--- src/rtl/csr_unit_if.sv ---
// csr_unit_if: issue and writeback handshake bundle for the Zicsr execute unit.
//   master: issue side driver / writeback consumer (pipeline, ROB)
//   slave : the csr_unit itself
// Signals: issue_valid/ready + issue_* fields; wb_valid/ready + wb_* result fields.
interface csr_unit_if #(
  parameter int XLEN           = 32,
  parameter int CSR_ADDR_WIDTH = 12,
  parameter int ROB_ID_WIDTH   = 5
);
  logic                      issue_valid;
  logic                      issue_ready;
  logic [1:0]                issue_op;
  logic                      issue_imm;
  logic [4:0]                issue_rs1_id;
  logic [XLEN-1:0]           issue_src1_value;
  logic [CSR_ADDR_WIDTH-1:0] issue_csr_addr;
  logic [4:0]                issue_rd_id;
  logic [ROB_ID_WIDTH-1:0]   issue_rob_id;

  logic                      wb_valid;
  logic                      wb_ready;
  logic [ROB_ID_WIDTH-1:0]   wb_rob_id;
  logic [4:0]                wb_rd_id;
  logic                      wb_rd_enable;
  logic [XLEN-1:0]           wb_rd_value;
  logic                      wb_csr_we;
  logic [CSR_ADDR_WIDTH-1:0] wb_csr_waddr;
  logic [XLEN-1:0]           wb_csr_wdata;
  logic                      wb_illegal;

  modport master (
    output issue_valid, issue_op, issue_imm, issue_rs1_id, issue_src1_value,
           issue_csr_addr, issue_rd_id, issue_rob_id, wb_ready,
    input  issue_ready, wb_valid, wb_rob_id, wb_rd_id, wb_rd_enable, wb_rd_value,
           wb_csr_we, wb_csr_waddr, wb_csr_wdata, wb_illegal
  );

  modport slave (
    input  issue_valid, issue_op, issue_imm, issue_rs1_id, issue_src1_value,
           issue_csr_addr, issue_rd_id, issue_rob_id, wb_ready,
    output issue_ready, wb_valid, wb_rob_id, wb_rd_id, wb_rd_enable, wb_rd_value,
           wb_csr_we, wb_csr_waddr, wb_csr_wdata, wb_illegal
  );
endinterface

--- src/rtl/csr_unit.sv ---
// csr_access_check: combinational permission check for one CSR address.
//   csr_addr_i : CSR address
//   valid_o    : address is implemented and (for write checks) writable
// The core runs these CSRs in machine mode, so only existence and the
// read-only address region (addr[11:10]==2'b11) are checked.
module csr_access_check #(
  parameter bit WRITE_PREMISSION = 1'b0,
  parameter int CSR_ADDR_WIDTH   = 12
) (
  input  logic [CSR_ADDR_WIDTH-1:0] csr_addr_i,
  output logic                      valid_o
);
  logic known;

  always_comb begin
    known = 1'b0;
    case (csr_addr_i)
      12'h300, 12'h301, 12'h304, 12'h305,
      12'h340, 12'h341, 12'h342, 12'h343, 12'h344,
      12'hB00, 12'hB02, 12'hC00, 12'hC02,
      12'hF11, 12'hF12, 12'hF13, 12'hF14: known = 1'b1;
      default:                            known = 1'b0;
    endcase
    valid_o = known &&
              (!WRITE_PREMISSION || (csr_addr_i[CSR_ADDR_WIDTH-1 -: 2] != 2'b11));
  end
endmodule

// csr_unit: execute-stage unit for CSRRW/CSRRS/CSRRC (+ immediate forms).
//   clk, rst   : clock, synchronous active-high reset
//   flush      : pipeline flush, drops any op in flight
//   bus        : issue handshake in, writeback handshake out (csr_unit_if.slave)
//   csr_raddr  : CSR file read address (registered, holds after an op)
//   csr_rdata  : CSR file read data, combinational from csr_raddr
// The CSR write is deferred: it is reported on wb_csr_* for the ROB to
// apply at commit, never performed here.
module csr_unit #(
  parameter int XLEN           = 32,
  parameter int CSR_ADDR_WIDTH = 12,
  parameter int ROB_ID_WIDTH   = 5
) (
  input  logic                      clk,
  input  logic                      rst,
  input  logic                      flush,
  csr_unit_if.slave                 bus,
  output logic [CSR_ADDR_WIDTH-1:0] csr_raddr,
  input  logic [XLEN-1:0]           csr_rdata
);
  typedef enum logic [1:0] {IDLE, EXEC, DONE} state_e;
  typedef enum logic [1:0] {OP_RSV = 2'b00, OP_RW = 2'b01, OP_RS = 2'b10, OP_RC = 2'b11} op_e;

  state_e state_q, state_d;
  logic   issue_ready_q, issue_ready_d;
  logic   wb_valid_q, wb_valid_d;
  logic   accept, load_wb;

  // latched issue fields; addr_q doubles as the CSR read address
  op_e                       op_q;
  logic                      imm_q;
  logic [4:0]                rs1_q;
  logic [XLEN-1:0]           src1_q;
  logic [CSR_ADDR_WIDTH-1:0] addr_q;
  logic [4:0]                rd_q;
  logic [ROB_ID_WIDTH-1:0]   rob_q;

  logic [ROB_ID_WIDTH-1:0]   wb_rob_q;
  logic [4:0]                wb_rd_id_q;
  logic                      wb_rd_en_q, wb_we_q, wb_ill_q;
  logic [XLEN-1:0]           wb_rd_val_q, wb_wdata_q;
  logic [CSR_ADDR_WIDTH-1:0] wb_waddr_q;

  logic            rd_ok, wr_ok, write_intent, illegal;
  logic [XLEN-1:0] operand, new_val;

  csr_access_check #(.WRITE_PREMISSION(1'b0), .CSR_ADDR_WIDTH(CSR_ADDR_WIDTH)) u_rd_check (
    .csr_addr_i(addr_q), .valid_o(rd_ok)
  );
  csr_access_check #(.WRITE_PREMISSION(1'b1), .CSR_ADDR_WIDTH(CSR_ADDR_WIDTH)) u_wr_check (
    .csr_addr_i(addr_q), .valid_o(wr_ok)
  );

  // Datapath: rs1_id is both the register index and the uimm, so the
  // write-intent test on it is the same for both forms.
  always_comb begin
    operand      = imm_q ? {{(XLEN-5){1'b0}}, rs1_q} : src1_q;
    write_intent = (op_q == OP_RW) || (op_q[1] && (rs1_q != '0));
    case (op_q)
      OP_RW:   new_val = operand;
      OP_RS:   new_val = csr_rdata | operand;
      OP_RC:   new_val = csr_rdata & ~operand;
      default: new_val = '0;
    endcase
    illegal = (op_q == OP_RSV) || !rd_ok || (write_intent && !wr_ok);
  end

  always_comb begin
    state_d       = state_q;
    issue_ready_d = issue_ready_q;
    wb_valid_d    = wb_valid_q;
    accept        = 1'b0;
    load_wb       = 1'b0;
    case (state_q)
      IDLE: if (bus.issue_valid) begin
        accept        = 1'b1;
        issue_ready_d = 1'b0;
        state_d       = EXEC;
      end
      EXEC: begin
        load_wb    = 1'b1;
        wb_valid_d = 1'b1;
        state_d    = DONE;
      end
      DONE: if (bus.wb_ready) begin
        wb_valid_d    = 1'b0;
        issue_ready_d = 1'b1;
        state_d       = IDLE;
      end
      default: begin
        wb_valid_d    = 1'b0;
        issue_ready_d = 1'b1;
        state_d       = IDLE;
      end
    endcase
  end

  always_ff @(posedge clk) begin
    if (rst) begin
      state_q       <= IDLE;
      issue_ready_q <= 1'b1;
      wb_valid_q    <= 1'b0;
      op_q          <= OP_RSV;
      imm_q         <= 1'b0;
      rs1_q         <= '0;
      src1_q        <= '0;
      addr_q        <= '0;
      rd_q          <= '0;
      rob_q         <= '0;
      wb_rob_q      <= '0;
      wb_rd_id_q    <= '0;
      wb_rd_en_q    <= 1'b0;
      wb_rd_val_q   <= '0;
      wb_we_q       <= 1'b0;
      wb_waddr_q    <= '0;
      wb_wdata_q    <= '0;
      wb_ill_q      <= 1'b0;
    end else if (flush) begin
      // flush aborts the op but keeps the last read address on csr_raddr
      state_q       <= IDLE;
      issue_ready_q <= 1'b1;
      wb_valid_q    <= 1'b0;
    end else begin
      state_q       <= state_d;
      issue_ready_q <= issue_ready_d;
      wb_valid_q    <= wb_valid_d;
      if (accept) begin
        op_q   <= op_e'(bus.issue_op);
        imm_q  <= bus.issue_imm;
        rs1_q  <= bus.issue_rs1_id;
        src1_q <= bus.issue_src1_value;
        addr_q <= bus.issue_csr_addr;
        rd_q   <= bus.issue_rd_id;
        rob_q  <= bus.issue_rob_id;
      end
      if (load_wb) begin
        wb_rob_q    <= rob_q;
        wb_rd_id_q  <= rd_q;
        wb_ill_q    <= illegal;
        wb_rd_en_q  <= !illegal && (rd_q != '0);
        wb_rd_val_q <= illegal ? '0 : csr_rdata;
        wb_we_q     <= !illegal && write_intent;
        wb_waddr_q  <= illegal ? '0 : addr_q;
        wb_wdata_q  <= illegal ? '0 : new_val;
      end
    end
  end

  assign csr_raddr        = addr_q;
  assign bus.issue_ready  = issue_ready_q;
  assign bus.wb_valid     = wb_valid_q;
  assign bus.wb_rob_id    = wb_rob_q;
  assign bus.wb_rd_id     = wb_rd_id_q;
  assign bus.wb_rd_enable = wb_rd_en_q;
  assign bus.wb_rd_value  = wb_rd_val_q;
  assign bus.wb_csr_we    = wb_we_q;
  assign bus.wb_csr_waddr = wb_waddr_q;
  assign bus.wb_csr_wdata = wb_wdata_q;
  assign bus.wb_illegal   = wb_ill_q;
endmodule
--- src/flat_wrapper.sv ---
// flat-port wrapper written by rule: the top's interface ports become plain ports
module csr_unit_flat 
#(
  parameter int XLEN           = 32,
  parameter int CSR_ADDR_WIDTH = 12,
  parameter int ROB_ID_WIDTH   = 5
)
  (clk, rst, flush, csr_raddr, csr_rdata, bus_issue_valid, bus_issue_op, bus_issue_imm, bus_issue_rs1_id, bus_issue_src1_value, bus_issue_csr_addr, bus_issue_rd_id, bus_issue_rob_id, bus_wb_ready, bus_issue_ready, bus_wb_valid, bus_wb_rob_id, bus_wb_rd_id, bus_wb_rd_enable, bus_wb_rd_value, bus_wb_csr_we, bus_wb_csr_waddr, bus_wb_csr_wdata, bus_wb_illegal);
  csr_unit_if #(.XLEN(XLEN), .CSR_ADDR_WIDTH(CSR_ADDR_WIDTH), .ROB_ID_WIDTH(ROB_ID_WIDTH)) bus_i ();
  input  logic clk;
  input  logic rst;
  input  logic flush;
  output logic [CSR_ADDR_WIDTH-1:0] csr_raddr;
  input  logic [XLEN-1:0] csr_rdata;
  input wire logic [$bits(bus_i.issue_valid)-1:0] bus_issue_valid;
  input wire logic [$bits(bus_i.issue_op)-1:0] bus_issue_op;
  input wire logic [$bits(bus_i.issue_imm)-1:0] bus_issue_imm;
  input wire logic [$bits(bus_i.issue_rs1_id)-1:0] bus_issue_rs1_id;
  input wire logic [$bits(bus_i.issue_src1_value)-1:0] bus_issue_src1_value;
  input wire logic [$bits(bus_i.issue_csr_addr)-1:0] bus_issue_csr_addr;
  input wire logic [$bits(bus_i.issue_rd_id)-1:0] bus_issue_rd_id;
  input wire logic [$bits(bus_i.issue_rob_id)-1:0] bus_issue_rob_id;
  input wire logic [$bits(bus_i.wb_ready)-1:0] bus_wb_ready;
  output wire logic [$bits(bus_i.issue_ready)-1:0] bus_issue_ready;
  output wire logic [$bits(bus_i.wb_valid)-1:0] bus_wb_valid;
  output wire logic [$bits(bus_i.wb_rob_id)-1:0] bus_wb_rob_id;
  output wire logic [$bits(bus_i.wb_rd_id)-1:0] bus_wb_rd_id;
  output wire logic [$bits(bus_i.wb_rd_enable)-1:0] bus_wb_rd_enable;
  output wire logic [$bits(bus_i.wb_rd_value)-1:0] bus_wb_rd_value;
  output wire logic [$bits(bus_i.wb_csr_we)-1:0] bus_wb_csr_we;
  output wire logic [$bits(bus_i.wb_csr_waddr)-1:0] bus_wb_csr_waddr;
  output wire logic [$bits(bus_i.wb_csr_wdata)-1:0] bus_wb_csr_wdata;
  output wire logic [$bits(bus_i.wb_illegal)-1:0] bus_wb_illegal;
  assign bus_i.issue_valid = bus_issue_valid;
  assign bus_i.issue_op = bus_issue_op;
  assign bus_i.issue_imm = bus_issue_imm;
  assign bus_i.issue_rs1_id = bus_issue_rs1_id;
  assign bus_i.issue_src1_value = bus_issue_src1_value;
  assign bus_i.issue_csr_addr = bus_issue_csr_addr;
  assign bus_i.issue_rd_id = bus_issue_rd_id;
  assign bus_i.issue_rob_id = bus_issue_rob_id;
  assign bus_i.wb_ready = bus_wb_ready;
  assign bus_issue_ready = bus_i.issue_ready;
  assign bus_wb_valid = bus_i.wb_valid;
  assign bus_wb_rob_id = bus_i.wb_rob_id;
  assign bus_wb_rd_id = bus_i.wb_rd_id;
  assign bus_wb_rd_enable = bus_i.wb_rd_enable;
  assign bus_wb_rd_value = bus_i.wb_rd_value;
  assign bus_wb_csr_we = bus_i.wb_csr_we;
  assign bus_wb_csr_waddr = bus_i.wb_csr_waddr;
  assign bus_wb_csr_wdata = bus_i.wb_csr_wdata;
  assign bus_wb_illegal = bus_i.wb_illegal;
  csr_unit #(.XLEN(XLEN), .CSR_ADDR_WIDTH(CSR_ADDR_WIDTH), .ROB_ID_WIDTH(ROB_ID_WIDTH)) u_core (.clk(clk), .rst(rst), .flush(flush), .bus(bus_i), .csr_raddr(csr_raddr), .csr_rdata(csr_rdata));
endmodule
--- config.mk ---
export PLATFORM = sky130hd
export DESIGN_NAME = csr_unit_flat
export DESIGN_NICKNAME = d
export VERILOG_FILES = /design/src/rtl/csr_unit_if.sv /design/src/rtl/csr_unit.sv /design/src/flat_wrapper.sv
export SDC_FILE = /design/constraint.sdc
export NUM_CORES = 1
export LEC_CHECK = 0
export ABC_AREA = 1
export CAP_MARGIN = 10
export CORE_AREA = 2 2 119 121
export DETAILED_ROUTE_END_ITERATION = 12
export DIE_AREA = 0 0 121 123
export PLACE_DENSITY = 0.79
export SYNTH_ARGS = -nofsm -noshare
export SYNTH_HDL_FRONTEND = slang
export SYNTH_SLANG_ARGS = --single-unit
--- constraint.sdc ---
create_clock -name clk -period 2.1 [get_ports clk]
set_clock_uncertainty 0.2 [all_clocks]
set_input_delay 0.315 -clock clk [delete_from_list [all_inputs] [get_ports clk]]
set_output_delay 0.315 -clock clk [all_outputs]
set_load 0.01 [all_outputs]
==> results of run 1 <==
[cell families (layout without fill, tap and decap cells)]
family	after synthesis	in the layout	share of synthesized area
mux	35	35	0.0570
compound gates	159	159	0.142
flops	155	155	0.504
buf+inv	79	281	0.0545
simple gates	363	363	0.242
[power by group through the flow]
stage	sequential [mW]	combinational, mW	clock, mW
2_1_floorplan	3.21	0.408	0
3_3_place_gp	3.20	0.874	0
3_5_place_dp	3.20	0.883	0
4_1_cts	3.14	0.894	3.13
5_1_grt	3.15	0.981	3.27
6_report	3.14	0.890	3.11
[layer usage]
metal / share of wire / up-vias / routed length [um] / global-route usage
met2: 0.47 / 203 / 8220 / 0.391
li1: - / 2988 / - / -
met3: 0.078 / 24 / 1360 / 0.0729
met4: 0.016 / 0 / 289 / 0.0872
met5: 0 / - / 0 / 0
met1: 0.44 / 2748 / 7700 / 0.304
[synthesized netlist by cell type (all sizes together)]
cell type  count
clkinv         2
a21boi         1
mux2i         35
nand3b         1
o211ai        23
a21oi         38
or2            1
o22ai          1
dfxtp        155
nand2        119
nor3b          1
nand4          2
nand3         36
inv           24
o41ai          1
clkbuf        31
nor2         197
nor3           6
o21ai         95
buf           22
[final timing paths]
path / start / to / slack [ps]
hold reg to reg: u_core.bus.wb_csr_waddr[7] / u_core.bus.wb_csr_waddr[7] / 240
setup reg to reg: u_core.csr_raddr[11] / u_core.bus.wb_rd_value[25] / 230
hold / removal: u_core.bus.wb_csr_waddr[7] / u_core.bus.wb_csr_waddr[7] / 240
setup / recovery: u_core.csr_raddr[8] / csr_raddr[8] / 120
[state kept, by name, summed over array words and instances, names as in the netlist]
register	count
u_core.state_q	2
u_core.bus.wb_rd_value	32
u_core.rd_q	5
u_core.bus.wb_csr_wdata	32
u_core.bus.wb_valid	1
u_core.bus.wb_rd_id	5
u_core.csr_raddr	12
u_core.bus.issue_ready	1
u_core.imm_q	1
u_core.bus.wb_csr_we	1
u_core.op_q	2
u_core.rs1_q	5
u_core.bus.wb_illegal	1
u_core.bus.wb_rob_id	5
u_core.bus.wb_csr_waddr	12
u_core.rob_q	5
u_core.bus.wb_rd_enable	1
u_core.src1_q	32
[stage by stage]
stage	util	power (mW)	setup slack (ps)	instance area [sq um]	instances
final	0.668	7.13	116	9090	1173
after global routing	0.668	7.40	45.8	9090	1173
after CTS	0.667	7.16	87.1	9080	1173
after detailed placement	0.624	4.08	59.1	8490	1143
after global placement	0.624	4.07	122	8490	1143
after floorplan	-	3.62	358	6150	791
[final cells by class]
type / count / area (sq um)
Fill cell: 1144 / 4530
Sequential cell: 155 / 3100
Multi-Input combinational cell: 557 / 2730
Timing Repair Buffer: 225 / 2340
Clock buffer: 22 / 474
Tap cell: 180 / 225
Clock inverter: 8 / 118
Inverter: 26 / 97.6
==> flow_summary.toml, run 1 <==
[outcome]
status = "finished, final reports clean"

[global_route]
grt_antenna_before_repair = 0
grt_max_degree = 46
grt_pass1_vias = 5680
grt_pass1_wl_um = 28200
grt_overflow_total = 0
grt_use_total = 0.241

[clocking]
insertion_delay_ps = 420
cts_max_level = 4
numCtsBuffers = 17
post_cts_resized = 0
cts_hold_buf = 0
clkTransAtPathRegs_ps = 60
clock_sinks = 155
cts_tree = "yes"
cts_root_buf = "clkbuf_16"
postCtsSetupBuffers = 0
cts_buffer_depth = 2

[cells_and_area]
insertedDiodeCount = 0
syn_to_final_growth_pct = 47.7
drive_gt1_frac = 0.0755
final_common_cell = "clkdlybuf4s50_1"
layout_common_cells = "201 x clkdlybuf4s50_1, 187 x nor2_1, 154 x dfxtp_1, 114 x nand2_1, 95 x o21ai_0"
final_nets = 1081

[yosys]
yosysWarnings = 0
yosysTopAreaCell = "dfxtp_1"
syn_inst = 791
synth.area.top_cells = "dfxtp_1 50%, nor2_1 11%, o21ai_0 7.7%, nand2_1 7.0%, mux2i_1 5.7%"
ys_types = 29
syn_area_sq_um = 6150
syn_avg_cell_area_sq_um = 7.78
synth_nets = 890
yosysTopAreaCellShare = 0.504
ys_ff_latch = 155
ys_seq_area_frac = 0.504

[drt]
drt-pass1-iter-count = 5
dr.first_iter.drc_count = 433
antenna_left = 0
drc_errors = 0
routedWlPerCell_um = 15.0
vias_per_cell = 5.08
wl_um = 17600
vias = 5963

[critical_path]
rr_worst_depth = 13
required_ps = 1580
cp_slowest_cell = "clkdlybuf4s50_1"
crit_buf_inv = 1
crit_family = "buffers and inverters"
path_class = "reg2out"
worstPathCellList = "clkdlybuf4s50_1"
crit_fanout = 6
endpoint_kind = "output pin"
crit_path_max_incr_delay_ps = 600
arrival_ps = 1470
startpoint_type = "flip-flop"
crit_cells = 1

[placement]
place_congestion = 0.833
port_buffers = 201
hpwl_um = 11900

[sta]
post-route-period-util = 0.945
setup_viol = 0
rsz0062_at_grt = "no"
fin_crit_ps = 1980
whs_ps = 242
clock.fmax_mhz = 504
finalMaxSlewViolations = 0
fin_tns_setup_ps = 0
worstMarginPinSlew_ps = 562
hold_viol = 0
slew_headroom = 0.625

[power]
pwr-share-seq = 0.440
powerDensity_nw_per_um2 = 785
clkPwrFrac = 0.435
ir_worst_vdd_mv = 0.466
pwr-share-comb = 0.125
p_int_mw = 5.45
p_sw_frac = 0.236
power.switching_mw = 1.68
p_leak_nw = 3.58

[die]
rows = 43
start_util = 0.452
die_x_um = 121
core_sq_um = 13600
dieArea_sq_um = 14900
die_h_um = 123
io_pins = 202

[job]
max_cap_violations = 0

[hold_path]
holdPathStages = 2
min_path_type = "reg2reg"
No activity file was read; power rests on OpenSTA's default activity.
==> run 2, diff against run 1 <==
ABC_AREA = unset   (was 1)
CORE_AREA = 2 2 120 122   (was 2 2 119 121)
DIE_AREA = 0 0 122 124   (was 0 0 121 123)
PLACE_DENSITY = 0.8   (was 0.79)
==> run 2 against run 1 <==
Compared with the run above: the run now ends with negative setup slack left; sequential cell count stayed put; clock power down 5%; register-to-register slack got worse by 290 ps.
==> flow_summary.toml, run 2 <==
[yosys]
netlist_top_cells_count = "200 x nand2_1, 155 x dfxtp_1, 93 x nand3_1"
yosysTopAreaCell = "dfxtp_1"
synth_nets = 923
syn_area_sq_um = 6410
yosysWarnings = 0
synth_xor_area_frac = 0.00137
muxShareOfSynthArea = 0.00781
ys_seq_area_frac = 0.484
synth_ff_type = "dfxtp_1"
synth_edf_count = 0
ys_types = 35
syn_inst = 824
synth_top_family_by_area = "simple AND/OR/NAND/NOR gates"
yosysTopAreaCellShare = 0.484
synth.area.top_cells = "dfxtp_1 48%, nand2_1 12%, nand3_1 7.3%, a21oi_1 6.5%, o22ai_1 3.9%"
syn_avg_cell_area_sq_um = 7.78
ys_ff_latch = 155
yosys.area_share.simple = 0.224
synth_adder_area_share = 0
synth-compound-area-share = 0.217
yosysMostFrequentCell = "nand2_1"
async_reset_ff_frac = 0

[die]
start_util = 0.467
rows = 43
die_h_um = 124
dieArea_sq_um = 15100
io_pins = 202
core_sq_um = 13700
die_x_um = 122

[global_route]
grt_use_total = 0.254
grt_overflow_total = 0
grt_pass1_wl_um = 30200
grt_max_degree = 55
grt_pass1_vias = 6122
grt_antenna_before_repair = 0

[cells_and_area]
insertedDiodeCount = 0
fin_util = 0.698
layout_common_cells = "200 x clkdlybuf4s50_1, 198 x nand2_1, 147 x dfxtp_1, 93 x nand3_1, 82 x a21oi_1"
syn_to_final_growth_pct = 49.4
final_nets = 1117
drive_gt1_frac = 0.110
final_common_cell = "clkdlybuf4s50_1"

[drt]
drt-pass1-iter-count = 4
antenna_left = 0
vias_per_cell = 5.41
dr.first_iter.drc_count = 452
routedWlPerCell_um = 15.7
vias = 6549
wl_um = 19100
drc_errors = 0

[sta]
fin_crit_ps = 2160
hold_viol = 0
clock.fmax_mhz = 463
rsz0062_at_grt = "yes"
post-route-period-util = 1.03
slew_headroom = 0.694
setup_viol = 48
worstMarginPinSlew_ps = 455
finalMaxSlewViolations = 0
whs_ps = 90.4
setup_slack_ps = -58.6

[clocking]
clkTransAtPathRegs_ps = 60
clock_sinks = 155
insertion_delay_ps = 420
numCtsBuffers = 17
cts_buffer_depth = 2
cts_max_level = 4
cts_tree = "yes"
cts_root_buf = "clkbuf_16"

[outcome]
violations = "negative setup slack"
status = "finished with violations"

[critical_path]
crit_fanout = 32
crit_buf_inv = 2
required_ps = 2250
rr_startpoint = "u_core.csr_raddr[0]"
startpoint = "u_core.csr_raddr[0]"
crit_family = "compound AO/OA/AOI/OAI gates"
endpoint_kind = "flip-flop"
crit_path_max_incr_delay_ps = 440
arrival_ps = 2300
path_class = "reg2reg"
cp_slowest_cell = "or4_4"
startpoint_type = "flip-flop"
worstPathCellList = "o21a_1 > or4_4 > a2111oi_4 > buf_4 > nor2_4 > buf_12 > o22ai_2"

[power]
powerDensity_nw_per_um2 = 704
p_leak_nw = 3.20
ir_worst_vdd_mv = 0.529

[placement]
hpwl_um = 13200
port_buffers = 201
place_congestion = 0.872

[hold_path]
min_path_type = "in2reg"
hold_start = "rst"

[job]
max_cap_violations = 0
==> run 2: changes by cell type in the layout (fill, tap and decap cells not counted), moves of 30 or more <==
cell     previous run  this run
nor2_1            187         8
nand2_1           114       198
o21ai_0            95        11
nand3_1            35        93
a21oi_1            37        82
o22ai_1             1        38
mux2i_1            35         5
==> run 2: path summary, 6_finish.rpt <==
check | endpoint | slack [ps] | cells past startpoint
worst max register to register | u_core.bus.wb_csr_waddr[8] | -60 | 7
worst max-delay path | u_core.bus.wb_csr_waddr[8] | -60 | 7
worst min-delay path | u_core.bus.wb_rob_id[4] | 90 | 2
worst min register to register | u_core.bus.wb_csr_waddr[10] | 250 | 2
==> run 2: logic make-up after synthesis <==
| logic type | after synthesis |
|---|---|
| AND/OR/NAND/NOR | 328 |
| buffers and inverters | 106 |
| flip-flops | 155 |
| AO/OA/AOI/OAI | 229 |
| XOR/XNOR | 1 |
| multiplexers | 5 |
==> run 2: timing repair <==
item	4_1_cts	5_1_grt
endpoints found under the setup margin	76	74
hold buffers	0	0
setup buffers	0	1
pin swaps	4	1
gates resized for setup	27	21
==> run 2: worst reg2reg max path, cell delays in order (launching register included) <==
cell	delay, ps
dfxtp_4	360
o21a_1	190
or4_4	440
a2111oi_4	310
buf_4	190
nor2_4	60
buf_12	170
o22ai_2	180
==> run 2: metrics by stage <==
step,worst slack [ps],setup TNS [ps],instance area (sq um),power (mW),instances
6_report,-58.6,-792,9580,6.74,1211
5_1_grt,-117,-5170,9580,6.97,1211
4_1_cts,-33.4,-302,9500,6.77,1210
3_5_place_dp,-163,-7810,8920,3.81,1178
3_3_place_gp,-64.4,-1460,8920,3.80,1178
2_1_floorplan,-21.9,-21.9,6430,3.41,824
==> run 2: layer usage <==
| layer | global-route usage | part of all wire |
|---|---|---|
| met5 | 0 | 0 |
| met4 | 0.103 | 0.021 |
| met3 | 0.0499 | 0.059 |
| met2 | 0.426 | 0.50 |
| met1 | 0.321 | 0.42 |
==> run 2: area by class of cell <==
type	instances	area (sq um)
clock buffer	23	478
fill	1072	4140
clock inverter	9	95.1
inverter	29	109
tap	180	225
timing repair buffer	252	2550
multi-input combinational	563	3000
sequential	155	3120
==> run 2: report_power, final <==
group	switching (mW)	total (mW)	leakage, nW	internal, mW
Clock	1.15	2.97	0.290	1.83
Sequential	0.0440	3.05	1.26	3.00
Combinational	0.367	0.722	1.65	0.355
==> run 3, diff against run 2 <==
HOLD_SLACK_MARGIN = 0.02   (was unset)
==> results of run 3 <==
Same layout as run 2: the final DEF is identical, and so are final timing and power.
